File: config.mk
export PLATFORM = sky130hd
export DESIGN_NAME = gcm_ghash_engine
export DESIGN_NICKNAME = d
export VERILOG_FILES = /design/src/rtl/gcm_ghash_engine.sv
export SDC_FILE = /design/constraint.sdc
export NUM_CORES = 2
export LEC_CHECK = 0
export CAP_MARGIN = 30
export CORE_ASPECT_RATIO = 1.1
export CORE_MARGIN = 1
export CORE_UTILIZATION = 59
export CTS_BUF_LIST = sky130_fd_sc_hd__clkbuf_8
export CTS_CLUSTER_DIAMETER = 30
export DETAILED_ROUTE_END_ITERATION = 10
export PLACE_DENSITY = 0.9
export RECOVER_POWER = 100
export SYNTH_ARGS = -nofsm -noshare
export SYNTH_HDL_FRONTEND = slang
export SYNTH_SLANG_ARGS = --single-unit
File: constraint.sdc
create_clock -name clk -period 3.35 [get_ports clk]
set_input_delay 0.67 -clock clk [delete_from_list [all_inputs] [get_ports clk]]
set_output_delay 0.67 -clock clk [all_outputs]
set_load 0.02 [all_outputs]
File: src/rtl/gcm_ghash_engine.sv
// Iterative GHASH/tag engine for AES-GCM: hashes AAD/ciphertext blocks with H, DIGIT_W bits per cycle.
// Optional tag comparator and i_ref_tag/o_tag_ok ports are built when GCM_TAG_VERIFY_EN is defined.
module gcm_ghash_engine #(
    parameter int DIGIT_W = 8,
    parameter int TAG_W   = 128
) (
    input  logic             clk,
    input  logic             i_rst_n,
    input  logic             i_start,
    input  logic [0:127]     i_h,
    input  logic [0:127]     i_encrypted_j0,
    input  logic [0:63]      i_aad_len_bits,
    input  logic [0:63]      i_ct_len_bits,
    // Block handshake: a block transfers on a rising edge where i_blk_valid and o_blk_ready
    // are both high; o_blk_ready is high only in WAIT and never depends on i_blk_valid.
    input  logic             i_blk_valid,
    output logic             o_blk_ready,
    input  logic [0:127]     i_blk,
    input  logic [4:0]       i_blk_bytes,
    input  logic             i_blk_is_aad,
    input  logic             i_blk_last,
`ifdef GCM_TAG_VERIFY_EN
    input  logic [0:TAG_W-1] i_ref_tag,
    output logic             o_tag_ok,
`endif
    output logic             o_busy,
    output logic [0:TAG_W-1] o_tag,
    output logic             o_tag_valid,
    output logic             o_seq_err,
    output logic [2:0]       o_dbg_state
);

    localparam int N     = 128 / DIGIT_W;
    localparam int CNT_W = (N > 1) ? $clog2(N) : 1;
    localparam logic [0:127] R_POLY = 128'he1000000000000000000000000000000;

    typedef enum logic [2:0] {
        S_IDLE  = 3'd0,
        S_WAIT  = 3'd1,
        S_MUL   = 3'd2,
        S_LEN   = 3'd3,
        S_FINAL = 3'd4,
        S_DONE  = 3'd5
    } state_t;

    state_t             state_q, state_d;
    logic [0:127]       h_q, h_d;
    logic [0:127]       ej0_q, ej0_d;
    logic [0:63]        aad_len_q, aad_len_d;
    logic [0:63]        ct_len_q, ct_len_d;
    logic [0:127]       y_q, y_d;
    logic [0:127]       z_q, z_d;
    logic [0:127]       v_q, v_d;
    logic [0:127]       x_q, x_d;
    logic [CNT_W-1:0]   cnt_q, cnt_d;
    logic               last_q, last_d;
    logic               len_done_q, len_done_d;
    logic               ct_seen_q, ct_seen_d;
    logic [0:TAG_W-1]   tag_q, tag_d;
    logic               tag_valid_q, tag_valid_d;
    logic               seq_err_q, seq_err_d;
`ifdef GCM_TAG_VERIFY_EN
    logic [0:TAG_W-1]   ref_tag_q, ref_tag_d;
    logic               tag_ok_q, tag_ok_d;
`endif

    logic [0:127]       z_step, v_step;
    logic [0:127]       blk_masked;
    logic [0:127]       y_fin;
    logic [4:0]         blk_n;
    logic               cnt_last;

    // One digit of the right-shift multiply: X is consumed MSB-first from the head of x_q.
    always_comb begin
        z_step = z_q;
        v_step = v_q;
        for (int j = 0; j < DIGIT_W; j++) begin
            if (x_q[j]) begin
                z_step = z_step ^ v_step;
            end
            if (v_step[127]) begin
                v_step = (v_step >> 1) ^ R_POLY;
            end else begin
                v_step = v_step >> 1;
            end
        end
    end

    always_comb begin
        blk_n = ((i_blk_bytes == 5'd0) || (i_blk_bytes > 5'd16)) ? 5'd16 : i_blk_bytes;
        blk_masked = i_blk;
        for (int b = 0; b < 16; b++) begin
            if (5'(b) >= blk_n) begin
                blk_masked[8*b +: 8] = 8'h00;
            end
        end
    end

    assign cnt_last = (cnt_q == CNT_W'(N - 1));
    assign y_fin    = y_q ^ ej0_q;

    always_comb begin
        state_d     = state_q;
        h_d         = h_q;
        ej0_d       = ej0_q;
        aad_len_d   = aad_len_q;
        ct_len_d    = ct_len_q;
        y_d         = y_q;
        z_d         = z_q;
        v_d         = v_q;
        x_d         = x_q;
        cnt_d       = cnt_q;
        last_d      = last_q;
        len_done_d  = len_done_q;
        ct_seen_d   = ct_seen_q;
        tag_d       = tag_q;
        tag_valid_d = tag_valid_q;
        seq_err_d   = seq_err_q;
`ifdef GCM_TAG_VERIFY_EN
        ref_tag_d   = ref_tag_q;
        tag_ok_d    = tag_ok_q;
`endif

        case (state_q)
            S_IDLE, S_DONE: begin
                if (i_start) begin
                    h_d         = i_h;
                    ej0_d       = i_encrypted_j0;
                    aad_len_d   = i_aad_len_bits;
                    ct_len_d    = i_ct_len_bits;
                    y_d         = '0;
                    last_d      = 1'b0;
                    len_done_d  = 1'b0;
                    ct_seen_d   = 1'b0;
                    tag_valid_d = 1'b0;
                    seq_err_d   = 1'b0;
`ifdef GCM_TAG_VERIFY_EN
                    ref_tag_d   = i_ref_tag;
                    tag_ok_d    = 1'b0;
`endif
                    if ((i_aad_len_bits == '0) && (i_ct_len_bits == '0)) begin
                        state_d = S_LEN;
                    end else begin
                        state_d = S_WAIT;
                    end
                end
            end
            S_WAIT: begin
                if (i_blk_valid) begin
                    x_d    = y_q ^ blk_masked;
                    z_d    = '0;
                    v_d    = h_q;
                    cnt_d  = '0;
                    last_d = i_blk_last;
                    if (i_blk_is_aad && ct_seen_q) begin
                        seq_err_d = 1'b1;
                    end
                    if (!i_blk_is_aad) begin
                        ct_seen_d = 1'b1;
                    end
                    state_d = S_MUL;
                end
            end
            S_MUL: begin
                z_d   = z_step;
                v_d   = v_step;
                x_d   = x_q << DIGIT_W;
                cnt_d = cnt_q + CNT_W'(1);
                if (cnt_last) begin
                    y_d   = z_step;
                    cnt_d = '0;
                    if (last_q) begin
                        last_d  = 1'b0;
                        state_d = S_LEN;
                    end else if (len_done_q) begin
                        state_d = S_FINAL;
                    end else begin
                        state_d = S_WAIT;
                    end
                end
            end
            S_LEN: begin
                x_d        = y_q ^ {aad_len_q, ct_len_q};
                z_d        = '0;
                v_d        = h_q;
                cnt_d      = '0;
                len_done_d = 1'b1;
                state_d    = S_MUL;
            end
            S_FINAL: begin
                tag_d       = y_fin[0:TAG_W-1];
                tag_valid_d = 1'b1;
`ifdef GCM_TAG_VERIFY_EN
                tag_ok_d    = (y_fin[0:TAG_W-1] == ref_tag_q);
`endif
                state_d     = S_DONE;
            end
            default: state_d = S_IDLE;
        endcase
    end

    always_ff @(posedge clk) begin
        if (!i_rst_n) begin
            state_q     <= S_IDLE;
            h_q         <= '0;
            ej0_q       <= '0;
            aad_len_q   <= '0;
            ct_len_q    <= '0;
            y_q         <= '0;
            z_q         <= '0;
            v_q         <= '0;
            x_q         <= '0;
            cnt_q       <= '0;
            last_q      <= 1'b0;
            len_done_q  <= 1'b0;
            ct_seen_q   <= 1'b0;
            tag_q       <= '0;
            tag_valid_q <= 1'b0;
            seq_err_q   <= 1'b0;
`ifdef GCM_TAG_VERIFY_EN
            ref_tag_q   <= '0;
            tag_ok_q    <= 1'b0;
`endif
        end else begin
            state_q     <= state_d;
            h_q         <= h_d;
            ej0_q       <= ej0_d;
            aad_len_q   <= aad_len_d;
            ct_len_q    <= ct_len_d;
            y_q         <= y_d;
            z_q         <= z_d;
            v_q         <= v_d;
            x_q         <= x_d;
            cnt_q       <= cnt_d;
            last_q      <= last_d;
            len_done_q  <= len_done_d;
            ct_seen_q   <= ct_seen_d;
            tag_q       <= tag_d;
            tag_valid_q <= tag_valid_d;
            seq_err_q   <= seq_err_d;
`ifdef GCM_TAG_VERIFY_EN
            ref_tag_q   <= ref_tag_d;
            tag_ok_q    <= tag_ok_d;
`endif
        end
    end

    assign o_blk_ready = (state_q == S_WAIT);
    assign o_busy      = (state_q != S_IDLE) && (state_q != S_DONE);
    assign o_tag       = tag_q;
    assign o_tag_valid = tag_valid_q;
    assign o_seq_err   = seq_err_q;
    assign o_dbg_state = state_q;
`ifdef GCM_TAG_VERIFY_EN
    assign o_tag_ok    = tag_ok_q;
`endif

endmodule

==> flow_summary.ini <==
[cells_and_area]
n_fill_cell = 6971
drive_gt1_frac = 0.0706
nNetsFinal = 8040
utilization = 0.722
synthToLayoutAreaGrowth_pct = 21.3
seqCellArea_um2 = 20800
multi_input_area_um2 = 34500
fin_area_um2 = 70200

[critical_path]
critPathArrivalTime_ns = 4.19
cp_data_required_time_ns = 4.20
crit_fanout = 8
cp-end-kind = flip-flop
setup.worst_path.class = input pin to flip-flop
startpoint_type = input pin

[power]
p_leak_uw = 0.0288
finalPower_uw = 54700
power.density_nw_per_um2 = 778
vdd_drop_max_v = 0.000915

[yosys]
yosysTopAreaCell = dfxtp_1
synth_edf_count = 0
synth_top_area_frac = 0.358
synth_fp_nets = 7674
mappedNetlistArea_um2 = 57900
ys_seq_area_frac = 0.358
synthArstFlopShare = 0
synth.area.top_cells = dfxtp_1, nand2_1, xnor2_1, xnor3_1, o211a_1
synthCells = 7149
synth_commonest_cells = nand2_1, dfxtp_1, xnor2_1
synth.most_common_cell = nand2_1
synthDistinctLibCells = 61
ys_ff_latch = 1036
synth_warnings = 0
synth_flop_cell = dfxtp_1
syn_area_per_cell_um2 = 8.10

[outcome]
failed_checks = max-capacitance violations, max-slew violations
outcome = complete, but fails checks

[clocking]
path_clk_slew_ns = 0.06
hold_buffers = 0
cts_resized = 2
cts_root_buf = clkbuf_8
cts_num_sinks = 1036
numCtsBuffers = 212
cts_buffer_depth = 3
htree_levels = 4
cts_tree = done
clock_latency_ns = 0.93
post-cts-setup-buffers = 0

[drt]
drcViolationCount = 0
wl_per_cell_um = 23.0
viasPerCell = 6.12
drt_pass1_iterations = 9
ant_nets = 0
routed_wl_mm = 207
num_vias = 55200
drt_iter0_drc = 7001

[timing]
layout_setup_ws_ns = 0.0149
fin_worst_skew_ns = 0.0561
finalHoldViolations = 0
fmaxAchievable_ghz = 0.300
max_slew_margin = -0.223
worstMarginPinSlew_ns = 1.83
finalSetupViolCount = 0
period_needed_ns = 3.34
fin_crit_sh = 0.996
slew_violations = 293

[die]
die_w_um = 301
pin_count = 658
start_util = 0.595
core_area_um2 = 97300
dieHeight_um = 331
dieArea_um2 = 99400
rows = 120

[placement]
dp_hpwl_mm = 141
gp_congestion = 0.992
port_buffers = 657
place_ws_ns = -0.340
placed_area_um2 = 65300

[grt]
use_met2 = 0.622
gr-total-overflow = 0
first_global_vias = 53700
grt_util_met1 = 0.449
grt-busiest-layer = met2
grt_pass1_wl_mm = 309
grt_usage = 0.401
grt_use_met3 = 0.115
grt_max_degree = 154
antenna_found_initial = 42

[run]
max-cap-violations = 3

[worst_hold_path]
min_path_type = input pin to flip-flop
==> final cells by class <==
class | count | area share
Multi-Input combinational cell | 5443 | 0.492
Sequential cell | 1036 | 0.296
Timing Repair Buffer | 815 | 0.115
Clock buffer | 252 | 0.0494
Clock inverter | 143 | 0.0239
Tap cell | 1281 | 0.0228
Antenna cell | 43 | 0.00153
Inverter | 7 | 0.000410
==> state kept, by name, indices dropped and copies added (netlist names) <==
| signal | cells |
|---|---|
| x_q | 128 |
| o_tag_valid | 1 |
| cnt_q | 4 |
| z_q | 128 |
| v_q | 128 |
| o_seq_err | 1 |
| h_q | 128 |
| aad_len_q | 64 |
| o_tag | 128 |
| o_dbg_state | 3 |
| ct_seen_q | 1 |
| len_done_q | 1 |
| y_q | 128 |
| ej0_q | 128 |
| ct_len_q | 64 |
| last_q | 1 |
==> worst paths after layout <==
kind	slack, ns	endpoint	cells past startpoint	from
worst max-delay path	0.01	x_q[31]	13	i_blk_bytes[0]
worst min-delay path	0.16	o_tag[116]	2	i_rst_n
worst max register to register	0.09	y_q[116]	7	x_q[3]
worst min register to register	0.45	aad_len_q[9]	2	aad_len_q[9]
==> worst max-delay path, stage by stage <==
cell	delay, ns
dlygate4sd3_1	0.56
nor4_1	0.58
buf_4	0.22
inv_1	0.04
ha_1	0.31
clkbuf_1	0.21
o21bai_1	0.21
a21oi_2	0.17
clkbuf_1	0.40
a22oi_1	0.17
xor2_1	0.19
o211ai_1	0.24
o211a_1	0.23
==> through the flow <==
stage | hold slack (ns) | setup TNS [ns] | cells
6_report | 0.164 | 0 | 9020
5_1_grt | 0.156 | -0.0248 | 9012
4_1_cts | 0.164 | 0 | 8976
3_5_place_dp | 0.441 | -20.25 | 8581
3_3_place_gp | 0.437 | -13.40 | 8581
2_1_floorplan | 0.430 | 0 | 7149
==> layer usage <==
layer  vias up  wire length [µm]  part of all wire
li1      24400                 -                 -
met1     26100             70300              0.34
met2      3653             92500              0.45
met3      1137             23100              0.11
met4        10             21400              0.10
met5         -                69           0.00033
==> power by group <==
group	switching, µW	total (µW)	internal (µW)	leakage (µW)
registers	4420	19100	14700	0.00845
logic	11700	19800	8110	0.0177
clock network	6200	15700	9520	0.00269
total	22300	54700	32400	0.0288
==> cell usage in the layout, fill, tap and decap left out, drive strengths merged, types with 50 or more instances in the layout <==
cell type      netlist  routed
and2                67      67
a21boi             396     396
nor2               156     156
xor2               238     238
dlygate4sd3          0     134
dfxtp             1036    1036
xnor3              135     135
nand3              140     140
a31oi              117     117
nor2b              139     139
buf                223     115
xnor2              785     785
o21ai              102     102
nand2             2363    2363
o211a              289     289
clkbuf             440     296
clkdlybuf4s50        0     522
a22oi              301     301
o211ai              50      50
==> logic make-up (layout without fill, tap and decap cells) <==
kind of cell               Yosys count  after routing  share of synthesized area
other                                0             43                          0
DFF                               1036           1036                      0.358
buffers and inverters              670           1217                     0.0463
and+or+nand+nor                   2943           2943                      0.206
AOI/OAI and AO/OA                 1326           1326                      0.177
xor gates and xnor gates          1164           1164                      0.210
adders and majority gates            2              2                   0.000432
muxes                                8              8                    0.00143
(Power assumes the default switching activity.)
